`config.mk`:
```
export PLATFORM = sky130hd
export DESIGN_NAME = lsu_ctrl
export DESIGN_NICKNAME = d
export VERILOG_FILES = /design/src/rtl/lsu_ctrl.sv
export SDC_FILE = /design/constraint.sdc
export NUM_CORES = 1
export LEC_CHECK = 0
export ABC_CLOCK_PERIOD_IN_PS = 1800
export CORE_AREA = 3 3 106 159
export DETAILED_ROUTE_END_ITERATION = 8
export DIE_AREA = 0 0 109 162
export PLACE_DENSITY = 0.75
export SLEW_MARGIN = 10
export SYNTH_ARGS = -nofsm -noshare
export SYNTH_HDL_FRONTEND = slang
export SYNTH_SLANG_ARGS = --single-unit
```
`constraint.sdc`:
```
create_clock -name clk -period 1.8 [get_ports clk]
set_input_delay 0.27 -clock clk [delete_from_list [all_inputs] [get_ports clk]]
set_output_delay 0.27 -clock clk [all_outputs]
set_load 0.01 [all_outputs]
```
`src/rtl/lsu_ctrl.sv`:
```
// Load/store unit: sequences one core load/store over a req/ack word bus, stalling the core until done.
// Optional misaligned-access trapping is enabled by defining LSU_MISALIGN_TRAP_EN.
module lsu_ctrl #(
  parameter int unsigned TIMEOUT_CYCLES = 255
) (
  input  logic        clk,
  input  logic        rst,
  input  logic        rd_en,
  input  logic        wr_en,
  input  logic [2:0]  mem_acc_mode,
  input  logic [31:0] addr,
  input  logic [31:0] wdata,
  output logic [31:0] rdata,
  output logic        stall,
  output logic        bus_err,
  output logic        misalign,
  output logic        bus_req,
  output logic        bus_we,
  output logic [31:0] bus_addr,
  output logic [31:0] bus_wdata,
  output logic [3:0]  bus_wstrb,
  input  logic        bus_ack,
  input  logic [31:0] bus_rdata
);

  typedef enum logic [1:0] {IDLE, REQ, DONE} state_t;

  localparam logic [31:0] TO_LAST = TIMEOUT_CYCLES - 1;

  state_t      state_q, state_d;
  logic [31:0] cnt_q, cnt_d;
  logic [31:0] rdata_q, rdata_d;
  logic        bus_err_q, bus_err_d;
  logic        bus_req_q, bus_req_d;
  logic        bus_we_q, bus_we_d;
  logic [31:0] bus_addr_q, bus_addr_d;
  logic [31:0] bus_wdata_q, bus_wdata_d;
  logic [3:0]  bus_wstrb_q, bus_wstrb_d;
  logic [2:0]  mode_q, mode_d;
  logic [1:0]  off_q, off_d;

  logic        is_half, is_word, trap;
  logic [31:0] st_data;
  logic [3:0]  st_strb;
  logic [7:0]  ld_byte;
  logic [15:0] ld_half;
  logic [31:0] ld_val;

  // Mode bit 1 set means word (covers 010, 011, 110, 111).
  assign is_word = mem_acc_mode[1];
  assign is_half = ~mem_acc_mode[1] & mem_acc_mode[0];

`ifdef LSU_MISALIGN_TRAP_EN
  assign trap = (rd_en | wr_en) & ((is_half & addr[0]) | (is_word & (addr[1:0] != 2'b00)));
`else
  assign trap = 1'b0;
`endif

  assign misalign = (state_q == IDLE) & trap;
  assign stall    = ((state_q == IDLE) & (rd_en | wr_en) & ~trap) | (state_q == REQ);

  always_comb begin
    st_data = wdata;
    st_strb = 4'b1111;
    if (is_half) begin
      st_data = {2{wdata[15:0]}};
      st_strb = 4'b0011 << {addr[1], 1'b0};
    end else if (!is_word) begin
      st_data = {4{wdata[7:0]}};
      st_strb = 4'b0001 << addr[1:0];
    end
  end

  // Load lane select uses the offset and mode captured at request time.
  always_comb begin
    ld_byte = bus_rdata[{off_q, 3'b000} +: 8];
    ld_half = bus_rdata[{off_q[1], 4'b0000} +: 16];
    if (mode_q[1]) begin
      ld_val = bus_rdata;
    end else if (mode_q[0]) begin
      ld_val = {{16{ld_half[15] & ~mode_q[2]}}, ld_half};
    end else begin
      ld_val = {{24{ld_byte[7] & ~mode_q[2]}}, ld_byte};
    end
  end

  always_comb begin
    state_d     = state_q;
    cnt_d       = cnt_q;
    rdata_d     = rdata_q;
    bus_err_d   = 1'b0;
    bus_req_d   = bus_req_q;
    bus_we_d    = bus_we_q;
    bus_addr_d  = bus_addr_q;
    bus_wdata_d = bus_wdata_q;
    bus_wstrb_d = bus_wstrb_q;
    mode_d      = mode_q;
    off_d       = off_q;
    case (state_q)
      IDLE: begin
        if ((rd_en | wr_en) & ~trap) begin
          state_d     = REQ;
          cnt_d       = 32'd0;
          bus_req_d   = 1'b1;
          bus_we_d    = wr_en;
          bus_addr_d  = {addr[31:2], 2'b00};
          bus_wdata_d = st_data;
          bus_wstrb_d = wr_en ? st_strb : 4'b0000;
          mode_d      = mem_acc_mode;
          off_d       = addr[1:0];
        end
      end
      REQ: begin
        if (bus_ack) begin
          state_d   = DONE;
          bus_req_d = 1'b0;
          if (!bus_we_q) begin
            rdata_d = ld_val;
          end
        end else if ((TIMEOUT_CYCLES != 0) && (cnt_q == TO_LAST)) begin
          state_d   = DONE;
          bus_req_d = 1'b0;
          bus_err_d = 1'b1;
          rdata_d   = 32'd0;
        end else begin
          cnt_d = cnt_q + 32'd1;
        end
      end
      DONE: begin
        state_d = IDLE;
      end
      default: begin
        state_d   = IDLE;
        bus_req_d = 1'b0;
      end
    endcase
  end

  always_ff @(posedge clk) begin
    if (!rst) begin
      state_q     <= IDLE;
      cnt_q       <= 32'd0;
      rdata_q     <= 32'd0;
      bus_err_q   <= 1'b0;
      bus_req_q   <= 1'b0;
      bus_we_q    <= 1'b0;
      bus_addr_q  <= 32'd0;
      bus_wdata_q <= 32'd0;
      bus_wstrb_q <= 4'b0000;
      mode_q      <= 3'b000;
      off_q       <= 2'b00;
    end else begin
      state_q     <= state_d;
      cnt_q       <= cnt_d;
      rdata_q     <= rdata_d;
      bus_err_q   <= bus_err_d;
      bus_req_q   <= bus_req_d;
      bus_we_q    <= bus_we_d;
      bus_addr_q  <= bus_addr_d;
      bus_wdata_q <= bus_wdata_d;
      bus_wstrb_q <= bus_wstrb_d;
      mode_q      <= mode_d;
      off_q       <= off_d;
    end
  end

  assign rdata     = rdata_q;
  assign bus_err   = bus_err_q;
  assign bus_req   = bus_req_q;
  assign bus_we    = bus_we_q;
  assign bus_addr  = bus_addr_q;
  assign bus_wdata = bus_wdata_q;
  assign bus_wstrb = bus_wstrb_q;

endmodule

```
* Word level (Yosys, flattened, before mapping)
Index checks and enable logic that the tools add are counted.
** Word-level totals
- Bits in read-only memories :: 0
- Logic and storage cells :: 67
- Register bits :: 140
- Bits in latches :: 0
- Memory bits (writable) :: 0
- Input bits :: 104
- Memories :: 0
- Output and inout bits :: 105
** Cells by class
- Div/mod/pow operators :: 0
- Add/sub/neg operators :: 1
- Shifts and indexed selects :: 4
- Bitwise operators :: 11
- Reduce and logical (&&, ||, !) cells :: 9
- Multiplexer cells :: 23
- Multiply operators :: 0
- Magnitude comparators :: 0
- Eq/ne operators :: 8
** Operators by type and width (count)
- two-way mux 32 bit :: 10
- one-hot mux 32 bit (2 select lines) :: 1
- adder 32 x 1 -> 32 bit, second input constant :: 1
- == test 32 x 8 -> 1 bit, second input constant :: 1
- indexed part select 32 x 6 -> 16 bit :: 1
- indexed part select 32 x 6 -> 8 bit :: 1
- two-way mux 4 bit :: 3
- two-way mux 2 bit :: 3
- != test 2 bit, second input constant :: 3
- AND reduction 3 bit :: 2
- inverter 1 bit :: 5
- bitwise AND 1 bit :: 4
- two-way mux 1 bit :: 4
- one-hot mux 2 bit (2 select lines) :: 1
- AND reduction 2 bit :: 2
- AND reduction 4 bit :: 1
- nonzero test 2 bit :: 2
- left shift 1 x 2 -> 4 bit, first input constant :: 1
- left shift 2 x 2 -> 4 bit, first input constant :: 1
- != test 3 x 2 -> 1 bit, second input constant :: 1
- one-hot mux 1 bit (3 select lines) :: 1
- OR reduction 3 bit :: 1
- == test 2 x 1 -> 1 bit, second input constant :: 1
- == test 2 bit, second input constant :: 1
- 3 further kinds :: 4

* Longest topological paths before layout
- Depth after elaboration :: 6
- Gate-level depth with buffers :: 8
- Mapped depth without buffers :: 6

* Least setup slack after synthesis
No wires, ideal clock.
- Kind :: reg2reg
- From :: register off_q[1]
- To :: register rdata_q[22], in the netlist rdata[22]
- Slack :: -0.106 ns
- Period minus slack after synthesis :: 1.906 ns
- Buffers on the path :: 3
- Arrival :: 1.764 ns
- Data required time :: 1.658 ns
- Stages on the path, launching flop included :: 9
- Library setup time :: 0.142 ns
- Path through :: dfxtp_1 buf_2 mux2_1 or3_1 and3_1 buf_2 buf_6 a211oi_1 a311oi_1
** On the way
- Word-level cells in the longest chain between the ends :: 6
** RTL lines
- start, declared :: RTL line 40 : logic [1:0] off_q, off_d;
- start signal, assigned :: RTL line 151 : off_q <= 2'b00;
- start signal, assigned :: RTL line 163 : off_q <= off_d;
- indexed part select 32 x 6 -> 8 bit or indexed part select 32 x 6 -> 16 bit (tied branches) :: RTL line 76, 77
- bitwise AND 1 bit, on equally long branches :: RTL line 83, 81
- two-way mux 32 bit * :: RTL line 80 : end else if (mode_q[0]) begin
- two-way mux 32 bit * :: RTL line 78 : if (mode_q[1]) begin
- two-way mux 32 bit * :: RTL line 117 : if (!bus_we_q) begin
- two-way mux 32 bit * :: RTL line 114 : if (bus_ack) begin
- end signal, assigned :: RTL line 155 : rdata_q <= rdata_d;
- end, declared :: RTL line 32 : logic [31:0] rdata_q, rdata_d;
Every way passes the cells marked *; elsewhere a longest branch is shown, timed or not. The select of a mux whose other input is x is not followed.
A chain may end at the register's enable or synchronous reset.

* Worst setup path after layout
- From :: register cnt_q[1]
- To :: register cnt_q[23]
** On the way
- Word-level cells in the longest chain between the ends :: 4
** RTL lines
- start, declared :: RTL line 31 : logic [31:0] cnt_q, cnt_d;
- start signal, assigned :: RTL line 154 : cnt_q <= cnt_d;
- adder 32 x 1 -> 32 bit :: RTL line 126 : cnt_d = cnt_q + 32'd1;
- two-way mux 32 bit :: RTL line 120 : end else if ((TIMEOUT_CYCLES != 0) && (cnt_q == TO_LAST)) begin
- two-way mux 32 bit :: RTL line 114
- one-hot mux 32 bit (2 select lines) :: RTL line 99 : case (state_q)
Several ways; a longest one is shown, not always the timed one. The select of a mux whose other input is x is not followed.

==> qor.yml <==
outcome:
  status: "complete, but fails checks"
  violations: "setup timing"
logic_synthesis:
  synth_edf_count: 0
  netlist_top_cells_count: "nand2_1, dfxtp_1, a21oi_1"
  dominantRegCellSynth: "dfxtp_1"
  syn_inst: 808
  yosysSeqAreaShare_pct: 43.30
  synth-async-reset-ratio_pct: 0
  synth_area_leaders: "dfxtp_1, nand2_1, a21oi_1"
  yosysMostFrequentCell: "nand2_1"
  netlist.area_leader.share_pct: 43.30
  synth_area_um2: 6472
  syn_area_per_cell_um2: 8.010
  synth_top_area_cell: "dfxtp_1"
  ys_warn_count: 0
  yosys_register_bits: 140
  ys_types: 54
power_and_ir_drop:
  p_per_area_nw_per_um2: 816.6
  p_leak_nw: 3.958
  peakVddDrop_uv: 759.8
detailed_routing:
  first_iter_violations: 383
  post-route-drc-count: 0
  vias: 7151
  drt-pass1-iter-count: 5
  vias_per_cell: 5.446
  wl_per_cell_um: 17.24
  ant_nets: 0
  drt-total-wl_um: 22640
layout:
  fin_nets: 1203
  antennaDiodeCount: 0
  ff_latch_area_um2: 2820
  nFillCells: 1183
  multi_input_area_um2: 3699
  final_cells: 1313
  areaGrowthSynthToFinish_pct: 64.20
  layout-drive-gt1-share_pct: 22.07
  postLayoutCellArea_um2: 10630
clock_network:
  cts_tree: "yes"
  clk_path_buf_depth: 2
  clk_pin_slew_worst_paths_ps: 60
  cts_buffers: 17
  clk_latency_ps: 420
  numClockSinks: 140
  cts-root-buf: "clkbuf_16"
  htree_levels: 4
global_route:
  grt_max_degree: 43
  grt_pass1_vias: 6832
  grt_pass1_wl_um: 34580
  antenna_found_initial: 0
  gr-usage-all-layers_pct: 24.69
  overflow: 0
floorplanning:
  initial_utilization_pct: 41.42
  die_area_um2: 17660
  rows: 56
  core_area_um2: 15630
  die_w_um: 109
  die_h_um: 162
  io_pins: 209
timing:
  fin_hold_ws_ps: 386.4
  slew_violations: 0
  timing.final.hold_violations: 0
  rsz0062_at_grt: "yes"
  period_minus_slack_ps: 1882
  final.setup.tns_ps: -1913
  fin_skew_ps: 9.134
  fmax_mhz: 531.3
  finalWorstSetupSlack_ps: -82.23
  timing.final.crit_share_pct: 104.6
  setup_viol: 45
critical_path:
  path_cells: "buf_6, nand4_1, buf_4, nor3_4, buf_4, nand4_1, or3_1, a21oi_1"
  critical-path-top-delay-family: "simple AND/OR/NAND/NOR gates"
  worstPathArrival_ps: 2230
  cpMaxStageDelayCell: "or3_1"
  path_max_fanout: 3
  worstSetupPathType: "flop to flop"
  required_ps: 2150
  cp-end-kind: "flop"
  crit_buf_inv: 3
  startpoint_type: "flop"
  max_stage_delay_ps: 390
placement:
  port_buffers: 205
  hpwl_um: 15860
  placed_area_um2: 9554
  gp_congestion: 0.8669
  place_inst: 1262
job:
  cap_violations: 0
hold_path:
  hold_path.class: "primary input to flop"
what timing repair did:
action	in CTS	in global routing
buffers inserted	4	14
hold buffers	0	0
resized for setup	25	68
pin swaps	13	30
gates cloned	0	1
endpoints found under the setup margin	33	57
worst reg2reg max path: cells and delay by family (launching register included):
family,cells,cell delay (ps)
AO/OA/AOI/OAI,1,170
AND/OR/NAND/NOR,4,800
flip-flops,1,380
buffers and inverters,3,460
sequential cells by signal, indices dropped and copies added (netlist names):
register,cells
bus_addr,30
bus_err,1
bus_req,1
bus_wdata,32
bus_we,1
bus_wstrb,4
cnt_q,32
mode_q,3
off_q,2
rdata,32
state_q,2
layout by cell type, fill, tap and decap left out, types with 9 or more instances in the layout:
cell,synthesis,routed
a211oi_1,25,9
a211oi_2,0,16
a21oi_1,95,82
a21oi_2,0,13
a22o_1,14,14
a311oi_1,26,26
buf_12,0,11
buf_4,4,100
buf_6,2,14
clkbuf_16,0,18
clkdlybuf4s50_1,0,204
dfxtp_1,140,130
inv_1,22,20
mux2i_1,19,18
nand2_1,159,155
nand4_1,13,13
nor2_1,41,39
nor3_1,12,11
o21ai_0,45,42
o31ai_1,22,22
or3_1,14,11
where the power goes:
group	switching (mW)	total (mW)	internal, mW
sequential	0.120	3.42	3.30
combinational	0.916	1.88	0.965
clock	1.45	3.38	1.93
final timing paths:
path	start	endpoint	cells past startpoint	slack, ps
worst max-delay path	cnt_q[1]	cnt_q[23]	8	-80
worst min-delay path	addr[5]	bus_addr[5]	3	390
worst max register to register	cnt_q[1]	cnt_q[23]	8	-80
worst min register to register	bus_wstrb[3]	bus_wstrb[3]	2	450
final cells by class:
type	count	share of cell area (%)
well taps	203	2.390
repair buffers	331	30.12
clock inverters	14	1.295
multi-input cells	584	34.80
flip-flops and latches	140	26.54
clock buffers	18	4.038
inverters	23	0.8241
through the flow:
stage          power [mW]  util (%)  setup slack, ps
3_5_place_dp        5.302     61.15           -386.4
4_1_cts             8.690     65.47           -16.63
3_3_place_gp        5.284     61.15           -382.4
2_1_floorplan       4.284         -            5.446
5_1_grt             9.065     68.02           -166.5
6_report            8.679     68.02           -82.23
cells by family (layout without fill, tap and decap cells):
logic type,count (synthesis),in the layout,synth area share (%)
AND/OR/NAND/NOR,302,302,22.17
other,1,3,0.05794
adder cells (fa/ha/maj),2,2,0.3866
flip-flops,140,140,43.30
buffers and inverters,86,386,5.606
AO/OA/AOI/OAI,249,249,24.28
XOR/XNOR,8,8,1.082
multiplexers,20,20,3.112
layer usage:
metal / vias up / global-route usage, % / routed length [um]
li1: 3490 / - / -
met1: 3322 / 27.54 / 8391
met2: 263 / 42.23 / 11690
met3: 76 / 8.509 / 1514
met4: 0 / 10.28 / 1043
met5: - / 0 / 0
Note: power is estimated with default switching activity, not from simulation.
